===== config.mk =====
export PLATFORM = sky130hd
export DESIGN_NAME = cpu_run_ctl
export DESIGN_NICKNAME = d
export VERILOG_FILES = /design/src/rtl/cpu_run_ctl_pkg.sv /design/src/rtl/cpu_run_ctl_bkpt.sv /design/src/rtl/cpu_run_ctl.sv
export SDC_FILE = /design/constraint.sdc
export NUM_CORES = 1
export LEC_CHECK = 0
export ABC_AREA = 1
export ABC_CLOCK_PERIOD_IN_PS = 2700
export CORE_AREA = 3 3 83 77
export CTS_CLUSTER_SIZE = 10
export DETAILED_ROUTE_END_ITERATION = 8
export DIE_AREA = 0 0 86 80
export PLACE_DENSITY_LB_ADDON = 0.08
export SLEW_MARGIN = 20
export SYNTH_ARGS = -nofsm -noshare
export SYNTH_HDL_FRONTEND = slang
export SYNTH_SLANG_ARGS = --single-unit

===== constraint.sdc =====
create_clock -name clk -period 2.7 [get_ports clk]
set_input_delay 0.27 -clock clk [delete_from_list [all_inputs] [get_ports clk]]
set_output_delay 0.27 -clock clk [all_outputs]
set_load 0.05 [all_outputs]

===== src/rtl/cpu_run_ctl_pkg.sv =====
// ---------------------------------------------------------------------------
// cpu_run_ctl_pkg
// Shared types and constants for the CPU run/halt/step controller.
//   run_state_t          : controller state, encoded as seen on the 'state' port
//   DRAIN_CYCLES_DEFAULT : default pipeline drain length after fetch freezes
//   DRAIN_CNT_W          : width of the drain down-counter
// ---------------------------------------------------------------------------
package cpu_run_ctl_pkg;

    typedef enum logic [1:0] {
        ST_RUN     = 2'd0,
        ST_HALTING = 2'd1,
        ST_HALTED  = 2'd2,
        ST_STEP    = 2'd3
    } run_state_t;

    localparam int unsigned DRAIN_CYCLES_DEFAULT = 4;
    localparam int unsigned DRAIN_CNT_W          = 3;

endpackage


===== src/rtl/cpu_run_ctl_bkpt.sv =====
// ---------------------------------------------------------------------------
// cpu_bkpt_match
// Single-address instruction breakpoint comparator with re-arm logic.
// Only compiled when CPU_RUN_CTL_BKPT_EN is defined.
// Ports:
//   clk, rst      : clock, synchronous active-high reset
//   in_run        : controller is in RUN (only state where a match may fire)
//   fetch_accept  : fetch advanced this cycle (re-arms the comparator)
//   leave_halted  : controller is leaving HALTED this cycle
//   bkpt_valid    : breakpoint enable
//   pc            : PC in the fetch stage
//   bkpt_addr     : breakpoint PC
//   match         : breakpoint fires this cycle (combinational)
//   bkpt_hit      : sticky "last halt was a breakpoint" flag
// ---------------------------------------------------------------------------
`ifdef CPU_RUN_CTL_BKPT_EN
module cpu_bkpt_match (
    input  logic        clk,
    input  logic        rst,
    input  logic        in_run,
    input  logic        fetch_accept,
    input  logic        leave_halted,
    input  logic        bkpt_valid,
    input  logic [31:0] pc,
    input  logic [31:0] bkpt_addr,
    output logic        match,
    output logic        bkpt_hit
);

    logic arm_q;
    logic hit_q;

    assign match    = in_run && arm_q && bkpt_valid && (pc == bkpt_addr);
    assign bkpt_hit = hit_q;

    // Disarm on resume so the instruction sitting on the breakpoint PC can be
    // fetched once; re-arm as soon as fetch has actually moved past it.
    always_ff @(posedge clk) begin
        if (rst) begin
            arm_q <= 1'b1;
            hit_q <= 1'b0;
        end else if (leave_halted) begin
            arm_q <= 1'b0;
            hit_q <= 1'b0;
        end else begin
            if (fetch_accept) begin
                arm_q <= 1'b1;
            end
            if (match) begin
                hit_q <= 1'b1;
            end
        end
    end

endmodule
`endif


===== src/rtl/cpu_run_ctl.sv =====
// ---------------------------------------------------------------------------
// cpu_run_ctl
// Debug run-control for a pipelined CPU: free-run, halt with pipeline drain,
// single-step, and (optionally) a PC breakpoint.
// Optional feature macro: CPU_RUN_CTL_BKPT_EN (instantiates cpu_bkpt_match;
// without it bkpt_hit is 0 and the breakpoint inputs are ignored).
// Parameters:
//   DRAIN_CYCLES : cycles for in-flight instructions to leave (1..7)
//   RESET_HALTED : 0 = come out of reset in RUN, 1 = in HALTED
// Ports:
//   clk, rst     : clock, synchronous active-high reset
//   halt_req     : stop issuing and drain
//   run_req      : resume free-running from HALTED
//   step_req     : issue one instruction from HALTED
//   stall_2a     : decode stall, fetch does not advance while high
//   kill_4a      : memory-stage flush of younger instructions
//   pc_1a        : fetch-stage PC
//   bkpt_valid   : breakpoint enable
//   bkpt_addr    : breakpoint PC
//   fetch_hold   : freeze fetch / insert bubbles
//   halted       : high in HALTED only
//   state        : RUN=0, HALTING=1, HALTED=2, STEP=3
//   step_done    : one-cycle pulse when a single step finishes draining
//   bkpt_hit     : last halt was caused by the breakpoint
//   run_cycles   : cycles spent in RUN, wraps at 2^32
// ---------------------------------------------------------------------------
module cpu_run_ctl
    import cpu_run_ctl_pkg::*;
#(
    parameter int unsigned DRAIN_CYCLES = DRAIN_CYCLES_DEFAULT,
    parameter bit          RESET_HALTED = 1'b0
) (
    input  logic        clk,
    input  logic        rst,
    input  logic        halt_req,
    input  logic        run_req,
    input  logic        step_req,
    input  logic        stall_2a,
    input  logic        kill_4a,
    input  logic [31:0] pc_1a,
    input  logic        bkpt_valid,
    input  logic [31:0] bkpt_addr,
    output logic        fetch_hold,
    output logic        halted,
    output logic [1:0]  state,
    output logic        step_done,
    output logic        bkpt_hit,
    output logic [31:0] run_cycles
);

    localparam logic [DRAIN_CNT_W-1:0] DRAIN_LOAD = DRAIN_CNT_W'(DRAIN_CYCLES);
    localparam logic [DRAIN_CNT_W-1:0] DRAIN_ONE  = DRAIN_CNT_W'(1);

    run_state_t             state_q;
    run_state_t             state_d;
    logic [DRAIN_CNT_W-1:0] drain_q;
    logic [DRAIN_CNT_W-1:0] drain_d;
    logic [DRAIN_CNT_W-1:0] drain_kill;
    logic [DRAIN_CNT_W-1:0] drain_next;
    logic                   step_flag_q;
    logic                   step_flag_d;
    logic                   step_done_q;
    logic                   step_done_d;
    logic [31:0]            run_cycles_q;
    logic                   bkpt_match;

    assign state      = state_q;
    assign halted     = (state_q == ST_HALTED);
    assign step_done  = step_done_q;
    assign run_cycles = run_cycles_q;

`ifdef CPU_RUN_CTL_BKPT_EN
    logic fetch_accept;
    logic leave_halted;

    assign fetch_accept = !stall_2a && ((state_q == ST_RUN) || (state_q == ST_STEP));
    assign leave_halted = (state_q == ST_HALTED) && (run_req || step_req);

    cpu_bkpt_match u_bkpt (
        .clk          (clk),
        .rst          (rst),
        .in_run       (state_q == ST_RUN),
        .fetch_accept (fetch_accept),
        .leave_halted (leave_halted),
        .bkpt_valid   (bkpt_valid),
        .pc           (pc_1a),
        .bkpt_addr    (bkpt_addr),
        .match        (bkpt_match),
        .bkpt_hit     (bkpt_hit)
    );
`else
    logic unused_bkpt_inputs;

    assign unused_bkpt_inputs = ^{bkpt_valid, bkpt_addr, pc_1a};
    assign bkpt_match         = 1'b0;
    assign bkpt_hit           = 1'b0;
`endif

    // A flush leaves at most one instruction to retire, so it clamps the
    // remaining drain to 1; a stalled cycle retires nothing.
    always_comb begin
        drain_kill = (kill_4a && (drain_q > DRAIN_ONE)) ? DRAIN_ONE : drain_q;
        drain_next = drain_kill;
        if (!stall_2a && (drain_kill != '0)) begin
            drain_next = drain_kill - DRAIN_ONE;
        end
    end

    // Next-state and fetch_hold decode. HALTED is entered on the edge where
    // the last in-flight instruction leaves, so HALTING lasts exactly the
    // number of unstalled drain cycles.
    always_comb begin
        state_d     = state_q;
        drain_d     = drain_q;
        step_flag_d = step_flag_q;
        step_done_d = 1'b0;
        fetch_hold  = 1'b0;
        unique case (state_q)
            ST_RUN: begin
                fetch_hold = bkpt_match;
                if (halt_req || bkpt_match) begin
                    state_d = ST_HALTING;
                    drain_d = DRAIN_LOAD;
                end
            end
            ST_HALTING: begin
                fetch_hold = 1'b1;
                if (drain_next == '0) begin
                    state_d     = ST_HALTED;
                    drain_d     = '0;
                    step_done_d = step_flag_q;
                    step_flag_d = 1'b0;
                end else begin
                    drain_d = drain_next;
                end
            end
            ST_HALTED: begin
                fetch_hold = 1'b1;
                if (run_req) begin
                    state_d = ST_RUN;
                end else if (step_req) begin
                    state_d = ST_STEP;
                end
            end
            ST_STEP: begin
                if (!stall_2a) begin
                    state_d     = ST_HALTING;
                    drain_d     = DRAIN_LOAD;
                    step_flag_d = 1'b1;
                end
            end
            default: begin
                state_d = ST_RUN;
            end
        endcase
    end

    // State register; reset wins over every request.
    always_ff @(posedge clk) begin
        if (rst) begin
            state_q      <= RESET_HALTED ? ST_HALTED : ST_RUN;
            drain_q      <= '0;
            step_flag_q  <= 1'b0;
            step_done_q  <= 1'b0;
            run_cycles_q <= '0;
        end else begin
            state_q     <= state_d;
            drain_q     <= drain_d;
            step_flag_q <= step_flag_d;
            step_done_q <= step_done_d;
            if (state_q == ST_RUN) begin
                run_cycles_q <= run_cycles_q + 32'd1;
            end
        end
    end

endmodule


== Word-level counts from Yosys, hierarchy flattened ==
Cells that the tools add are included.

* Equal/unequal tests: 7
* Muxes and demuxes: 16
* Order comparisons: 1
* $add $sub $neg: 2
* Reduce and logical (&&, ||, !) cells: 13
* Bitwise logic cells: 2

{| class="wikitable"
|+ Operator list
! kind !! number
|-
| adder 32 x 1 -> 32 bit (second input constant) || 1
|-
| 2-to-1 mux 3 bit || 5
|-
| 2-to-1 mux 2 bit || 5
|-
| case mux 3 bit (3 select lines) || 1
|-
| case mux 2 bit (4 select lines) || 1
|-
| inequality test 2 bit (second input constant) || 3
|-
| AND reduction 3 bit || 2
|-
| nonzero test 3 bit || 2
|-
| equality test 2 bit (second input constant) || 2
|-
| AND reduction 4 bit || 1
|-
| greater-than comparator 3 x 1 -> 1 bit (second input constant) || 1
|-
| logical NOT 3 bit || 1
|-
| 2-to-1 mux 1 bit || 3
|-
| inequality test 3 bit (second input constant) || 1
|-
| OR reduction 3 bit || 1
|-
| subtractor 3 x 1 -> 3 bit (second input constant) || 1
|-
| equality test 2 x 1 -> 1 bit (second input constant) || 1
|-
| logical AND 1 bit || 2
|-
| logical NOT 2 bit || 1
|-
| inverter 1 bit || 2
|-
| case mux 1 bit (2 select lines) || 1
|-
| nonzero test 2 bit || 1
|-
| OR reduction 2 bit || 1
|-
| logical NOT 1 bit || 1
|}

* Register bits: 39
* Output and inout port bits: 38

== Depth between registers and ports, before layout ==
Gate-level depths: netlist (run 1).

* Depth in word-level cells: 9
* Mapped depth: 15
* Gate-level depth less buffers: 15

== Worst setup path after synthesis (run 1) ==
OpenSTA, ideal clock, no wires.

* Path kind: register to register
* From: reg state_q[0], in the netlist state[0]
* To: reg drain_q[2]
* Path buffers: 0
* Arrival time: 1884 ps
* Required time: 2584 ps
* Cell stages (with the launch flop): 9
* Slack: 699 ps
* Cell sequence: dfxtp_1 inv_1 ha_1 nor3_1 nand2_1 inv_1 nand2_1 o211ai_1 inv_1

* Longest elaborated chain between the ends: 3
* Elaborated cells between the ends (all ways): 8
* Those cells by class: eq/ne (4); mux (1); reduce/logical (3)

{| class="wikitable"
|+ Ends and longest elaborated chain
! item !! line !! text
|-
| start: declaration || cpu_run_ctl.sv:54 || <nowiki>run_state_t state_q;</nowiki>
|-
| start signal: assignment || cpu_run_ctl.sv:161 || <nowiki>state_q <= RESET_HALTED ? ST_HALTED : ST_RUN;</nowiki>
|-
| start signal: assignment || cpu_run_ctl.sv:167 || <nowiki>state_q <= state_d;</nowiki>
|-
| equality test 2 bit, or another cell as far along || cpu_run_ctl.sv:118 || <nowiki>unique case (state_q)</nowiki>
|-
| inequality test 2 bit (no line) or nonzero test 3 bit (tied branches) || - ||
|-
| AND reduction 3 bit (no line) || - ||
|-
| end signal: assignment || cpu_run_ctl.sv:168 || <nowiki>drain_q <= drain_d;</nowiki>
|-
| end: declaration || cpu_run_ctl.sv:56 || <nowiki>logic [DRAIN_CNT_W-1:0] drain_q;</nowiki>
|}

Parallel ways exist; a longest one is shown, timed or not.
A chain may end at the register's enable or synchronous reset.

== Final worst setup path (run 1) ==
* From: reg drain_q[1]
* To: reg state_q[0], in the netlist state[0]

* Longest elaborated chain between the ends: 9
* Elaborated cells between the ends (all ways): 10
* Those cells by class: add/sub (1); order compare (1); eq/ne (1); mux (2); reduce/logical (5)

{| class="wikitable"
|+ Ends and longest elaborated chain
! item !! line !! text
|-
| greater-than comparator 3 x 1 -> 1 bit || cpu_run_ctl.sv:102 || <nowiki>drain_kill = (kill_4a && (drain_q > DRAIN_ONE)) ? DRAIN_ONE : drain_q;</nowiki>
|-
| logical AND 1 bit || cpu_run_ctl.sv:102 ||
|-
| 2-to-1 mux 3 bit * || cpu_run_ctl.sv:102 ||
|-
| parallel branches: the longest is 2 deep, another holds subtractor 3 x 1 -> 3 bit || - ||
|-
| 2-to-1 mux 3 bit * || cpu_run_ctl.sv:104 || <nowiki>if (!stall_2a && (drain_kill != '0)) begin</nowiki>
|-
| logical NOT 3 bit * || cpu_run_ctl.sv:128 || <nowiki>if (drain_next == '0) begin</nowiki>
|-
| inequality test 2 bit (no line) * || - ||
|-
| AND reduction 4 bit (no line) * || - ||
|}

Every way passes the cells marked *.

==> flow_metrics.env, run 1 <==
export IMPL_critPathMaxStageDelay_ns=0.33
export IMPL_pin_count=110
export IMPL_die_x_um=86
export IMPL_dr_first_iter_drc_count=82
export IMPL_slowest_stage="dfxtp_1"
export IMPL_power_internal_mw=1.03
export IMPL_synth_seq_cells=39
export IMPL_hold_class="reg -> reg"
export IMPL_grt_use_total_pct=16.4
export IMPL_finalMaxSlewViolations=0
export IMPL_avgSynthCellArea_um2=6.93
export IMPL_grt_pass1_wl_um=8910
export IMPL_tightest_slew_ns=0.716
export IMPL_syn_inst=317
export IMPL_synth_cell_type_count=31
export IMPL_drt_first_pass_iters=4
export IMPL_period_share_pct=80.6
export IMPL_synth_top_cells_by_area="dfxtp_1 36%, nand2_1 11%, nor2_1 7.2%, inv_1 6.8%, a21oi_1 4.1%"
export IMPL_area_growth_pct=25.9
export IMPL_endpoint_kind="flop"
export IMPL_setup_tns_ns=0
export IMPL_top_layer_used="met4"
export IMPL_grt_ovfl_total=0
export IMPL_nets=441
export IMPL_die_area_um2=6880
export IMPL_cp_common_cell="nand2_1"
export IMPL_p_leak_nw=1.08
export IMPL_hold_slack_ns=0.459
export IMPL_dr_wl_met3_um=260
export IMPL_htree_levels=2
export IMPL_wl_met1_um=2710
export IMPL_start_util_pct=39.0
export IMPL_num_rows=26
export IMPL_cts_tree="yes"
export IMPL_vias=2079
export IMPL_n_antenna_cell=0
export IMPL_worstPathArrival_ns=2.35
export IMPL_layout_drive_gt1_share_pct=10.2
export IMPL_wire_per_inst_um=12.3
export IMPL_cts_sink_count=39
export IMPL_syn_nets=396
export IMPL_placed_area_um2=2690
export IMPL_fill_cells=588
export IMPL_slew_headroom_pct=52.2
export IMPL_rsz0062_at_grt="false"
export IMPL_syn_area_um2=2200
export IMPL_clock_skew_ns=0.00378
export IMPL_mostFrequentLayoutCells="66 x nand2_1, 43 x clkdlybuf4s50_1, 42 x nor2_1"
export IMPL_ys_seq_area_share_pct=35.6
export IMPL_fin_area_um2=2760
export IMPL_clock_latency_ns=0.28
export IMPL_hpwl_um=4120
export IMPL_reg2reg_setup_slack_ns=0.52
export IMPL_synth_top_area_cell="dfxtp_1"
export IMPL_grt_pass1_vias=1929
export IMPL_cts_buffer_depth=2
export IMPL_route_detailed_drc=0
export IMPL_ir_drop_v=0.000501
export IMPL_post_cts_resize_count=0
export IMPL_globalplace_congestion=0.791
export IMPL_startpoint_type="flop"
export IMPL_maxCapViolCount=0
export IMPL_numCtsBuffers=5
export IMPL_grt_max_degree=22
export IMPL_power_switching_mw=0.724
export IMPL_timing_fmax_ghz=0.459
export IMPL_synth_top_cell_area_share_pct=35.6
export IMPL_wl_met2_um=2290
export IMPL_final_common_cell="nand2_1"
export IMPL_setup_viol=0
export IMPL_fin_ws_ns=0.523
export IMPL_switching_share_pct=41.3
export IMPL_min_period_ns=2.18
export IMPL_hold_viol=0
export IMPL_critical_path_class="reg -> reg"
export IMPL_seqPwrFrac_pct=37.7
export IMPL_drt_total_wl_um=5310
export IMPL_antenna_found_initial=0
export IMPL_clock_power_share_pct=20.6
export IMPL_vias_per_cell=4.82
export IMPL_p_comb_share_pct=41.7
export IMPL_die_h_um=80
export IMPL_io_buffers=43
export IMPL_pwr_density_cell_nw_per_um2=634
export IMPL_crit_chain="o21ai_1 -> nand2_1 -> ha_1 -> ha_1 -> nor2_1 -> inv_1 -> nand3_1 -> nand2_1 -> nand3_1 -> nand2_1 -> nand3_1 -> nand2_1 -> inv_1 -> nor2_1"
export IMPL_clk_pin_slew_ns=0.07
export IMPL_crit_fanout=4
export IMPL_outcome="finished clean"
export IMPL_synth_warning_count=0
export IMPL_root_buffer="clkbuf_8"
export IMPL_dp_slack_ns=0.278
export IMPL_core_area_um2=5630
export IMPL_cp_required_ns=2.88
export IMPL_hold_buffers=0
export IMPL_antenna_left=0
export IMPL_post_cts_buffers=0
[sequential cells by signal, indices dropped and copies added, names as in the netlist]
signal       count
run_cycles      32
drain_q          3
state            2
step_done        1
step_flag_q      1
[power by group through the flow]
| stage | registers [mW] | clock network (mW) | logic [mW] |
|---|---|---|---|
| after floorplan | 0.778 | 0 | 0.447 |
| after global placement | 0.674 | 0 | 0.727 |
| after detailed placement | 0.676 | 0 | 0.737 |
| after CTS | 0.663 | 0.380 | 0.739 |
| after global routing | 0.671 | 0.410 | 0.808 |
| final | 0.661 | 0.360 | 0.731 |
[metal layers]
metal / vias up / GRT usage (%)
met4: 0 / 4.11
met2: 44 / 25.0
li1: 1103 / -
met1: 924 / 23.0
met3: 8 / 3.92
met5: - / 0
[area by class of cell]
cell class	count	area (um^2)	share of cell area [%]
flip-flops and latches	39	781	28.2
clock buffers	6	72.6	2.63
inverters	44	168	6.07
repair buffers	44	438	15.8
multi-input cells	228	1220	44.0
well taps	70	87.6	3.17
[synth_stat cells (all sizes together)]
master  number
nand2       76
nor2        53
inv         44
dfxtp       39
a21oi       18
nand3       18
nor3        17
o21ai       12
nand4        9
ha           7
xor2         5
clkbuf       4
xnor2        3
buf          2
o211ai       2
o21a         2
a31oi        1
conb         1
nand3b       1
nor3b        1
o21bai       1
o221a        1
[cells by family (layout without fill, tap and decap cells)]
kind of cell,Yosys count,in the layout,synth area share (%)
adders and majority gates,7,7,3.99
and+or+nand+nor,175,175,38.6
xor gates and xnor gates,8,8,3.19
buffers and inverters,50,94,9.00
other,1,1,0.171
DFF,39,39,35.6
AOI/OAI and AO/OA,37,37,9.52
[worst paths after layout]
kind,start,endpoint,depth (start not counted)
worst min-delay path,step_flag_q,step_done,2
worst max-delay path,drain_q[1],state[0],14
worst max register to register,drain_q[1],state[0],14
worst min register to register,step_flag_q,step_done,2
[worst max-delay path: cells and delay by family (launching register included)]
| kind | cells | cell delay (ns) |
|---|---|---|
| AO/OA/AOI/OAI | 1 | 0.27 |
| adder cells (fa/ha/maj) | 2 | 0.41 |
| buffers and inverters | 2 | 0.15 |
| flip-flops | 1 | 0.33 |
| AND/OR/NAND/NOR | 9 | 0.91 |
[per-stage QoR]
stage / util, % / total power, mW / std cells
6_report: 49.1 / 1.75 / 431
5_1_grt: 49.1 / 1.89 / 431
4_1_cts: 49.1 / 1.78 / 431
3_5_place_dp: 47.8 / 1.41 / 425
3_3_place_gp: 47.8 / 1.40 / 425
2_1_floorplan: - / 1.22 / 317
(Power assumes the default switching activity.)
==> run 2, diff against run 1 <==
- ABC_CLOCK_PERIOD_IN_PS: 2700 -> 2100
- clock period: 2.7 -> 2.1 ns (I/O delays scaled with it)
==> run 2 against run 1 <==
Routed wire length rose by 1.8%. Global-route usage barely moved. Final area up 4.8%. Total power rose by 41%. Largest power group unchanged.
==> flow_metrics.env, run 2 (synthesized netlist as in run 1, its figures left out) <==
export IMPL_die_area_um2=6880
export IMPL_n_antenna_cell=0
export IMPL_outcome="finished clean"
export IMPL_finalMaxSlewViolations=0
export IMPL_fin_cells=445
export IMPL_core_area_um2=5630
export IMPL_slowest_stage="clkdlybuf4s50_1"
export IMPL_reg2reg_setup_slack_ns=0.16
export IMPL_num_rows=26
export IMPL_min_period_ns=2.00
export IMPL_cp_required_ns=1.89
export IMPL_multi_input_area_um2=1230
export IMPL_p_comb_share_pct=42.8
export IMPL_grt_pass1_vias=1964
export IMPL_globalplace_congestion=0.836
export IMPL_die_h_um=80
export IMPL_route_detailed_drc=0
export IMPL_htree_levels=2
export IMPL_antenna_left=0
export IMPL_layout_drive_gt1_share_pct=15.5
export IMPL_worstPathArrival_ns=1.79
export IMPL_fill_cells=616
export IMPL_ir_drop_v=0.000585
export IMPL_fin_area_um2=2900
export IMPL_root_buffer="clkbuf_8"
export IMPL_final_util_pct=51.4
export IMPL_vias=2116
export IMPL_grt_pass1_wl_um=9070
export IMPL_dp_slack_ns=-0.261
export IMPL_cts_sink_count=39
export IMPL_power_internal_mw=1.49
export IMPL_critical_path_class="reg -> out"
export IMPL_io_buffers=43
export IMPL_post_place_cells=437
export IMPL_hpwl_um=4200
export IMPL_startpoint_type="flop"
export IMPL_grt_use_total_pct=16.4
export IMPL_hold_class="reg -> reg"
export IMPL_nets=453
export IMPL_clock_skew_ns=0.00608
export IMPL_switching_share_pct=39.9
export IMPL_hold_buffers=0
export IMPL_drt_total_wl_um=5400
export IMPL_slew_headroom_pct=65.7
export IMPL_period_share_pct=95.3
export IMPL_seqPwrFrac_pct=34.4
export IMPL_p_leak_nw=1.16
export IMPL_mostFrequentLayoutCells="64 x nand2_1, 42 x clkdlybuf4s50_1, 41 x nor2_1"
export IMPL_tightest_slew_ns=0.513
export IMPL_reg2reg_depth=13
export IMPL_pin_count=110
export IMPL_crit_fanout=4
export IMPL_hold_viol=0
export IMPL_clock_power_share_pct=22.8
export IMPL_clock_latency_ns=0.29
export IMPL_pwr_density_cell_nw_per_um2=854
export IMPL_vias_per_cell=4.76
export IMPL_numCtsBuffers=5
export IMPL_area_growth_pct=31.9
export IMPL_maxCapViolCount=0
export IMPL_grt_ovfl_total=0
export IMPL_start_util_pct=39.0
export IMPL_final_common_cell="nand2_1"
export IMPL_fin_ws_ns=0.0993
export IMPL_critPathMaxStageDelay_ns=0.82
export IMPL_wire_per_inst_um=12.1
export IMPL_ff_latch_area_um2=781
export IMPL_endpoint_kind="primary output"
export IMPL_drt_first_pass_iters=4
export IMPL_hold_path_depth=2
export IMPL_cts_buffer_depth=2
export IMPL_largest_register_ffs=32
export IMPL_cts_tree="yes"
export IMPL_die_x_um=86
export IMPL_placed_area_um2=2780
export IMPL_timing_fmax_ghz=0.500
export IMPL_post_cts_buffers=0
export IMPL_grt_max_degree=19
export IMPL_clk_pin_slew_ns=0.08
export IMPL_dr_first_iter_drc_count=92
export IMPL_setup_viol=0
export IMPL_antenna_found_initial=0
export IMPL_crit_chain="inv_1 -> ha_1 -> clkdlybuf4s50_1"
export IMPL_power_switching_mw=0.987
==> run 2: cell types whose count changed in the layout (fill, tap and decap cells not counted), sizes merged <==
cell,before,now
clkdlybuf4s50,43,42
clkbuf,6,8
buf,1,14
==> run 2: timing repair <==
action / 4_1_cts / 5_1_grt
gates resized for setup: 1 / 5
gates cloned: 0 / 0
pin swaps: 0 / 2
endpoints found under the setup margin: 2 / 3
==> run 2: metal layers <==
metal / global-route usage (%) / share of wire [%] / up-vias / routed length, um
li1: - / - / 1128 / -
met1: 23.2 / 51 / 943 / 2750
met2: 25.4 / 44 / 41 / 2370
met3: 3.41 / 4.6 / 4 / 249
met4: 3.48 / 0.57 / 0 / 31
met5: 0 / 0 / - / 0
==> run 2: worst paths after layout <==
check / from / end
worst max-delay path: state[0] / halted
worst min-delay path: step_flag_q / step_done
worst max register to register: drain_q[2] / state[0]
worst min register to register: step_flag_q / step_done
==> run 2: per-stage QoR <==
step | setup TNS, ns | hold slack [ns] | power [mW]
6_report | 0 | 0.451 | 2.47
4_1_cts | 0 | 0.460 | 2.49
5_1_grt | -0.0242 | 0.492 | 2.64
3_5_place_dp | -0.730 | 0.443 | 1.91
3_3_place_gp | -0.567 | 0.449 | 1.90
2_1_floorplan | 0 | 0.427 | 1.57
==> run 2: cell type report <==
cell class | instances | area share, %
inverter | 44 | 5.79
sequential | 39 | 27.0
timing repair buffer | 56 | 18.2
multi-input combinational | 228 | 42.6
clock buffer | 8 | 3.46
tap | 70 | 3.03
==> run 2: critical path: cells and delay by family (launching register included) <==
family | cells | cell delay (ns)
adder cells (fa/ha/maj) | 1 | 0.23
buffers and inverters | 2 | 0.93
flip-flops | 1 | 0.34
==> run 2: power by group through the flow <==
stage          clock [mW]  sequential [mW]  combinational [mW]
6_report            0.564            0.850                1.06
5_1_grt             0.622            0.859                1.16
4_1_cts             0.586            0.850                1.05
3_5_place_dp            0            0.866                1.04
3_3_place_gp            0            0.866                1.03
2_1_floorplan           0             1.00               0.575
